==> src/rtl/if_fetch_queue_pkg.sv <==
// Shared fetch-stage definitions: exception codes, reset PC and FSM state encoding.
package if_fetch_queue_pkg;

  localparam int unsigned EXC_CODE_W = 5;

  localparam logic [EXC_CODE_W-1:0] EXC_NONE = 5'd0;
  localparam logic [EXC_CODE_W-1:0] EXC_ADEL = 5'd4;

  localparam logic [31:0] PC_INIT_DEFAULT = 32'hBFC0_0000;

  typedef enum logic [1:0] {
    FETCH    = 2'd0,
    MISALIGN = 2'd1,
    HALT     = 2'd2
  } fetch_state_e;

  function automatic int unsigned cnt_width(input int unsigned n);
    return $clog2(n + 1);
  endfunction

endpackage

==> src/rtl/if_fetch_queue_fetch_fifo.sv <==
// Small synchronous FIFO with clear. Clear outranks push/pop; a push on a full
// FIFO is accepted when it is paired with a pop in the same cycle.
module fetch_fifo
  import if_fetch_queue_pkg::*;
#(
  parameter int unsigned WIDTH = 8,
  parameter int unsigned DEPTH = 4,
  localparam int unsigned PTR_W = (DEPTH > 1) ? $clog2(DEPTH) : 1,
  localparam int unsigned CNT_W = cnt_width(DEPTH)
) (
  input  logic             clk,
  input  logic             rst,
  input  logic             push,
  input  logic             pop,
  input  logic             clear,
  input  logic [WIDTH-1:0] wdata,
  output logic [WIDTH-1:0] rdata,
  output logic [CNT_W-1:0] count,
  output logic             full,
  output logic             empty
);

  logic [WIDTH-1:0] mem_q [DEPTH];
  logic [PTR_W-1:0] rd_ptr_q, rd_ptr_d;
  logic [PTR_W-1:0] wr_ptr_q, wr_ptr_d;
  logic [CNT_W-1:0] count_q, count_d;
  logic             do_push, do_pop;

  function automatic logic [PTR_W-1:0] ptr_inc(input logic [PTR_W-1:0] p);
    return (p == PTR_W'(DEPTH - 1)) ? '0 : p + PTR_W'(1);
  endfunction

  always_comb begin
    do_pop   = pop && (count_q != '0);
    do_push  = push && ((count_q != CNT_W'(DEPTH)) || do_pop);
    rd_ptr_d = do_pop ? ptr_inc(rd_ptr_q) : rd_ptr_q;
    wr_ptr_d = do_push ? ptr_inc(wr_ptr_q) : wr_ptr_q;
    count_d  = count_q + CNT_W'(do_push) - CNT_W'(do_pop);
    if (clear) begin
      rd_ptr_d = '0;
      wr_ptr_d = '0;
      count_d  = '0;
    end
  end

  always_ff @(posedge clk) begin
    if (rst) begin
      rd_ptr_q <= '0;
      wr_ptr_q <= '0;
      count_q  <= '0;
    end else begin
      rd_ptr_q <= rd_ptr_d;
      wr_ptr_q <= wr_ptr_d;
      count_q  <= count_d;
    end
  end

  always_ff @(posedge clk) begin
    if (do_push && !clear) begin
      mem_q[wr_ptr_q] <= wdata;
    end
  end

  assign rdata = mem_q[rd_ptr_q];
  assign count = count_q;
  assign full  = (count_q == CNT_W'(DEPTH));
  assign empty = (count_q == '0);

endmodule

==> src/rtl/if_fetch_queue.sv <==
// Instruction-fetch stage: PC generation, pipelined imem requests and a squashable
// decode-facing queue. Define FETCH_PERF_EN to add perf_redirects/perf_starve.
module if_fetch_queue
  import if_fetch_queue_pkg::*;
#(
  parameter int unsigned       ADDR_W  = 32,
  parameter int unsigned       DATA_W  = 32,
  parameter int unsigned       DEPTH   = 4,
  parameter int unsigned       MAX_OUT = 2,
  parameter logic [ADDR_W-1:0] PC_INIT = ADDR_W'(PC_INIT_DEFAULT)
) (
  input  logic                  clk,
  input  logic                  rst,
  input  logic                  exc_flush,
  input  logic [ADDR_W-1:0]     exc_addr,
  input  logic                  br_valid,
  input  logic [ADDR_W-1:0]     br_addr,
  output logic                  imem_req,
  output logic [ADDR_W-1:0]     imem_addr,
  input  logic                  imem_gnt,
  input  logic                  imem_rvalid,
  input  logic [DATA_W-1:0]     imem_rdata,
  output logic                  out_valid,
  input  logic                  out_ready,
  output logic [ADDR_W-1:0]     out_pc,
  output logic [ADDR_W-1:0]     out_pc_plus_4,
  output logic [DATA_W-1:0]     out_inst,
  output logic [EXC_CODE_W-1:0] out_exccode
`ifdef FETCH_PERF_EN
  ,
  output logic [31:0]           perf_redirects,
  output logic [31:0]           perf_starve
`endif
);

  localparam int unsigned QCNT_W = cnt_width(DEPTH);
  localparam int unsigned TCNT_W = cnt_width(MAX_OUT);
  localparam int unsigned SUM_W  = cnt_width(DEPTH + MAX_OUT);

  typedef struct packed {
    logic [ADDR_W-1:0]     pc;
    logic [DATA_W-1:0]     inst;
    logic [EXC_CODE_W-1:0] exc;
  } entry_t;

  fetch_state_e      state_q, state_d;
  logic [ADDR_W-1:0] pc_q, pc_d;
  logic [TCNT_W-1:0] drop_q, drop_d;

  logic              redirect;
  logic [ADDR_W-1:0] redir_pc;
  logic [SUM_W-1:0]  outstanding, credit_used;
  logic              issue, grant, rsp_live, rsp_drop, adel_push, q_push;
  entry_t            q_wr, q_rd;
  logic [QCNT_W-1:0] q_count;
  logic              q_full, q_empty;
  logic [TCNT_W-1:0] tag_count;
  logic              tag_full, tag_empty;
  logic [ADDR_W-1:0] tag_pc;

  always_ff @(posedge clk) begin
    if (rst) begin
      state_q <= FETCH;
      pc_q    <= PC_INIT;
      drop_q  <= '0;
    end else begin
      state_q <= state_d;
      pc_q    <= pc_d;
      drop_q  <= drop_d;
    end
  end

  // Squashed responses still hold a credit until they return, so drop_q counts as outstanding.
  always_comb begin
    outstanding = SUM_W'(tag_count) + SUM_W'(drop_q);
    credit_used = outstanding + SUM_W'(q_count);
    redirect    = exc_flush || br_valid;
    redir_pc    = exc_flush ? exc_addr : br_addr;
    issue       = !rst && !redirect && (state_q == FETCH) && (pc_q[1:0] == 2'b00) && !tag_full
                  && (outstanding < SUM_W'(MAX_OUT)) && (credit_used < SUM_W'(DEPTH));
    grant       = issue && imem_gnt;
    rsp_live    = imem_rvalid && (drop_q == '0) && !tag_empty;
    rsp_drop    = imem_rvalid && (drop_q != '0);
    adel_push   = (state_q == MISALIGN) && (outstanding == '0) && !q_full && !redirect;
    q_push      = rsp_live || adel_push;
    q_wr.pc     = rsp_live ? tag_pc : pc_q;
    q_wr.inst   = rsp_live ? imem_rdata : '0;
    q_wr.exc    = rsp_live ? EXC_NONE : EXC_ADEL;
  end

  always_comb begin
    state_d = state_q;
    pc_d    = pc_q;
    drop_d  = drop_q;
    if (redirect) begin
      state_d = FETCH;
      pc_d    = redir_pc;
      drop_d  = TCNT_W'(outstanding - SUM_W'(rsp_live || rsp_drop));
    end else begin
      if (grant) pc_d = pc_q + ADDR_W'(4);
      if (rsp_drop) drop_d = drop_q - TCNT_W'(1);
      unique case (state_q)
        FETCH:    if (pc_q[1:0] != 2'b00) state_d = MISALIGN;
        MISALIGN: if (adel_push) state_d = HALT;
        HALT:     state_d = HALT;
        default:  state_d = FETCH;
      endcase
    end
  end

  fetch_fifo #(.WIDTH($bits(entry_t)), .DEPTH(DEPTH)) u_queue (
    .clk   (clk),
    .rst   (rst),
    .push  (q_push),
    .pop   (out_valid && out_ready),
    .clear (redirect),
    .wdata (q_wr),
    .rdata (q_rd),
    .count (q_count),
    .full  (q_full),
    .empty (q_empty)
  );

  fetch_fifo #(.WIDTH(ADDR_W), .DEPTH(MAX_OUT)) u_tags (
    .clk   (clk),
    .rst   (rst),
    .push  (grant),
    .pop   (rsp_live),
    .clear (redirect),
    .wdata (pc_q),
    .rdata (tag_pc),
    .count (tag_count),
    .full  (tag_full),
    .empty (tag_empty)
  );

  assign imem_req      = issue;
  assign imem_addr     = pc_q;
  assign out_valid     = !q_empty;
  assign out_pc        = q_rd.pc;
  assign out_pc_plus_4 = q_rd.pc + ADDR_W'(4);
  assign out_inst      = (q_rd.exc != EXC_NONE) ? '0 : q_rd.inst;
  assign out_exccode   = q_rd.exc;

`ifdef FETCH_PERF_EN
  logic [31:0] perf_redirects_q, perf_redirects_d;
  logic [31:0] perf_starve_q, perf_starve_d;

  always_comb begin
    perf_redirects_d = perf_redirects_q + 32'(redirect);
    perf_starve_d    = perf_starve_q + 32'(q_empty && (state_q != HALT));
  end

  always_ff @(posedge clk) begin
    if (rst) begin
      perf_redirects_q <= '0;
      perf_starve_q    <= '0;
    end else begin
      perf_redirects_q <= perf_redirects_d;
      perf_starve_q    <= perf_starve_d;
    end
  end

  assign perf_redirects = perf_redirects_q;
  assign perf_starve    = perf_starve_q;
`endif

endmodule

==> config.mk <==
export PLATFORM = sky130hd
export DESIGN_NAME = if_fetch_queue
export DESIGN_NICKNAME = d
export VERILOG_FILES = /design/src/rtl/if_fetch_queue_pkg.sv /design/src/rtl/if_fetch_queue_fetch_fifo.sv /design/src/rtl/if_fetch_queue.sv
export SDC_FILE = /design/constraint.sdc
export NUM_CORES = 1
export LEC_CHECK = 0
export CORE_MARGIN = 2
export CORE_UTILIZATION = 45
export DETAILED_ROUTE_END_ITERATION = 8
export DONT_BUFFER_PORTS = 1
export SLEW_MARGIN = 20
export SYNTH_ARGS = -nofsm -noshare
export SYNTH_HDL_FRONTEND = slang
export SYNTH_SLANG_ARGS = --single-unit
==> constraint.sdc <==
create_clock -name clk -period 5.1 [get_ports clk]
set_clock_uncertainty 0.1 [all_clocks]
set_input_delay 0.51 -clock clk [delete_from_list [all_inputs] [get_ports clk]]
set_output_delay 0.51 -clock clk [all_outputs]
set_load 0.01 [all_outputs]
==> out/metrics.yaml <==
slowest_delay_ns: 0.66
cap_violations: 0
grt_pass1_wl_um: 51700
htree_levels: 2
cp.required_ns: 4.49
clk_path_buf_depth: 3
initial_core_util_pct: 45.3
synth_top_flop_cell: "edfxtp_1"
synth.top_cell.area_share_pct: 60.8
cpMaxStageDelayCell: "dfxtp_4"
vias: 8687
regArea_um2: 10700
end_kind: "output port"
cp.arrival_ns: 3.39
post_cts_resized: 0
rr_startpoint: "drop_q[0]"
yosysUniqueCellTypes: 63
grtUsageMet3_pct: 4.00
irDropWorstVdd_mv: 0.272
crit_type: "flop to output port"
wl_per_cell_um: 22.3
grt_overflow: 0
numCtsBuffers: 40
path_max_fanout: 35
r2r_cells: 10
clock_latency_ns: 0.53
drc: 0
grt.busiest_layer: "met2"
cts_tree: "done"
status: "finished, final reports clean"
hold_path_class: "input port to flop"
power_density_nw_per_um2: 356
cts_setup_buffers: 0
synth.cells.most_frequent: "edfxtp_1, nand2_1, mux4_2, dfxtp_1, o21ai_0"
place_congestion: 0.812
grt_use_met2_pct: 29.6
dr.pass1.iters: 5
fin_nets: 1164
ys_seq_elements: 374
layout-area-overhead-vs-synth_pct: 11.1
relSlewSlack_pct: 30.1
vias_per_cell: 5.66
syn_area_per_cell_um2: 15.5
crit_cells: 6
period_needed_ns: 4.00
post-dp-hpwl_um: 22400
cpLargestDelayFamily: "simple AND/OR/NAND/NOR gates"
synth-edff-count: 324
synth_async_sr_flop_share_pct: 0
setup_viol: 0
final_layout_size_suffix_gt1_share_pct: 14.1
antenna_found_initial: 0
track_usage_pct: 18.5
yosys.area.top_type: "edfxtp_1"
power.leakage_nw: 5.77
clk_pin_slew_ns: 0.06
die-area_um2: 37100
r2r_end: "u_tags.mem_q[1][3]"
grt_max_degree: 69
n_fill_cell: 2921
fin_tns_setup_ns: 0
synthTopCellsByArea: "edfxtp_1, mux4_2, dfxtp_1, mux2i_1, xnor2_1"
synth_cells: 1035
rrSetupSlack_ns: 1.63
placedInstanceArea_um2: 16500
grt_use_met1_pct: 25.8
path_cells: "mux4_2 > nand4_2 > or4_4 > nor4_4 > nand3_1 > xnor2_1"
die_w_um: 193
wirelength_um: 34200
portBuffers: 0
core_um2: 35300
grt_pass1_vias: 8709
drt_iter0_drc: 610
ant_nets: 0
cp.buffers_inverters: 0
rsz0062_at_grt: "false"
ys_seq_area_share_pct: 67.0
fin_area_um2: 17800
clock_sinks: 374
fmax_ghz: 0.250
ioPinCount: 238
tightest_slew_ns: 1.05
finalCritPeriodShare_pct: 78.4
hold_violations: 0
syn_area_um2: 16000
cts_root_buf: "clkbuf_16"
drv_slew: 0
num_rows: 69
die_h_um: 193
synth.most_common_cell: "edfxtp_1"
ctsHoldBuffers: 2
endpoint: "out_pc_plus_4[31]"
yosysWarnings: 0
start_kind: "flop"
multi_input_area_um2: 4930
[area by class of cell]
class | instances | area share, %
Antenna cell | 2 | 0.0281
Clock buffer | 51 | 5.97
Clock inverter | 21 | 1.20
Inverter | 26 | 0.549
Multi-Input combinational cell | 582 | 27.7
Sequential cell | 374 | 60.4
Tap cell | 461 | 3.24
Timing Repair Buffer | 17 | 0.887
[per-layer routing]
| metal | vias up | wire (µm) |
|---|---|---|
| met1 | 4357 | 15100 |
| met2 | 282 | 16000 |
| met5 | - | 0 |
| li1 | 3993 | - |
| met3 | 55 | 2190 |
| met4 | 0 | 853 |
[flip-flops by register name, summed over array words and instances, names as in the netlist, named ones only]
register / flops
drop_q: 2
imem_addr: 32
state_q: 2
u_queue.count: 3
u_queue.mem_q: 260
u_queue.rd_ptr_q: 2
u_queue.wr_ptr_q: 2
u_tags.count: 2
u_tags.mem_q: 64
u_tags.rd_ptr_q: 1
u_tags.wr_ptr_q: 1
[where the power goes]
| group | total [mW] | internal, mW | switching (mW) |
|---|---|---|---|
| registers | 3.40 | 3.34 | 0.0634 |
| logic | 0.158 | 0.0586 | 0.0991 |
| clock network | 2.77 | 1.64 | 1.13 |
[worst register-to-register path: stages, from the launching register on]
cell and delay (ns):
dfxtp_1 0.34, ha_1 0.21, fa_1 0.50, ha_1 0.30, a31oi_1 0.10, xnor2_1 0.40
nand3_1 0.13, buf_4 0.22, inv_2 0.25, and2_1 0.17, buf_4 0.38
[cells in the final DEF, fill, tap and decap left out, types with 4 or more instances in the layout]
master       n
mux2i_1     39
a22oi_1      9
o21ai_0     48
dfxtp_1     47
xnor2_1     43
nor4_1       4
mux4_2      58
a21oi_1     17
o22ai_1     16
nand4_1     17
clkinv_2     5
mux4_1       7
and2_1      38
conb_1       4
and4_1       4
or3_1        5
nor2_1      35
clkinv_1     8
xor2_1      13
nand3_1     26
nor2b_1     34
a211oi_1    11
clkbuf_1     9
and3_2       4
and3_1       9
ha_1        18
edfxtp_1   324
buf_4       13
nand2_1     66
clkbuf_16   40
nor3_1      13
inv_1       23
[stage by stage]
stage / utilization, % / power [mW] / hold WS, ns / instances / setup slack [ns]
floorplan: - / 3.56 / 0.354 / 1038 / 1.08
global placement: 46.7 / 3.61 / 0.379 / 1458 / 1.51
detailed placement: 46.7 / 3.62 / 0.402 / 1458 / 1.48
CTS: 50.3 / 6.40 / 0.00281 / 1532 / 0.916
global route: 50.3 / 6.55 / 0.0188 / 1532 / 0.828
finish: 50.4 / 6.33 / 0.0238 / 1534 / 1.10
[kinds of logic after synthesis]
group           Yosys count  synth area share, %
fa+ha+maj                20                 1.66
buf+inv                  82                 2.31
other cells               1               0.0234
xor+xnor                 56                 3.06
simple gates            273                 9.31
flops                   374                 67.0
compound gates          124                 4.79
mux                     105                 11.8
[worst min-delay path by stage]
stage | start | end | cells past startpoint
4_1_cts | exc_addr[2] | imem_addr[2] | 2
3_3_place_gp | state_q[1] | state_q[1] | 2
2_1_floorplan | u_queue.rd_ptr_q[1] | flop | 2
3_5_place_dp | state_q[1] | state_q[1] | 2
5_1_grt | exc_addr[2] | imem_addr[2] | 2
6_report | exc_addr[2] | imem_addr[2] | 2
Note: power is estimated with default switching activity, not from simulation.
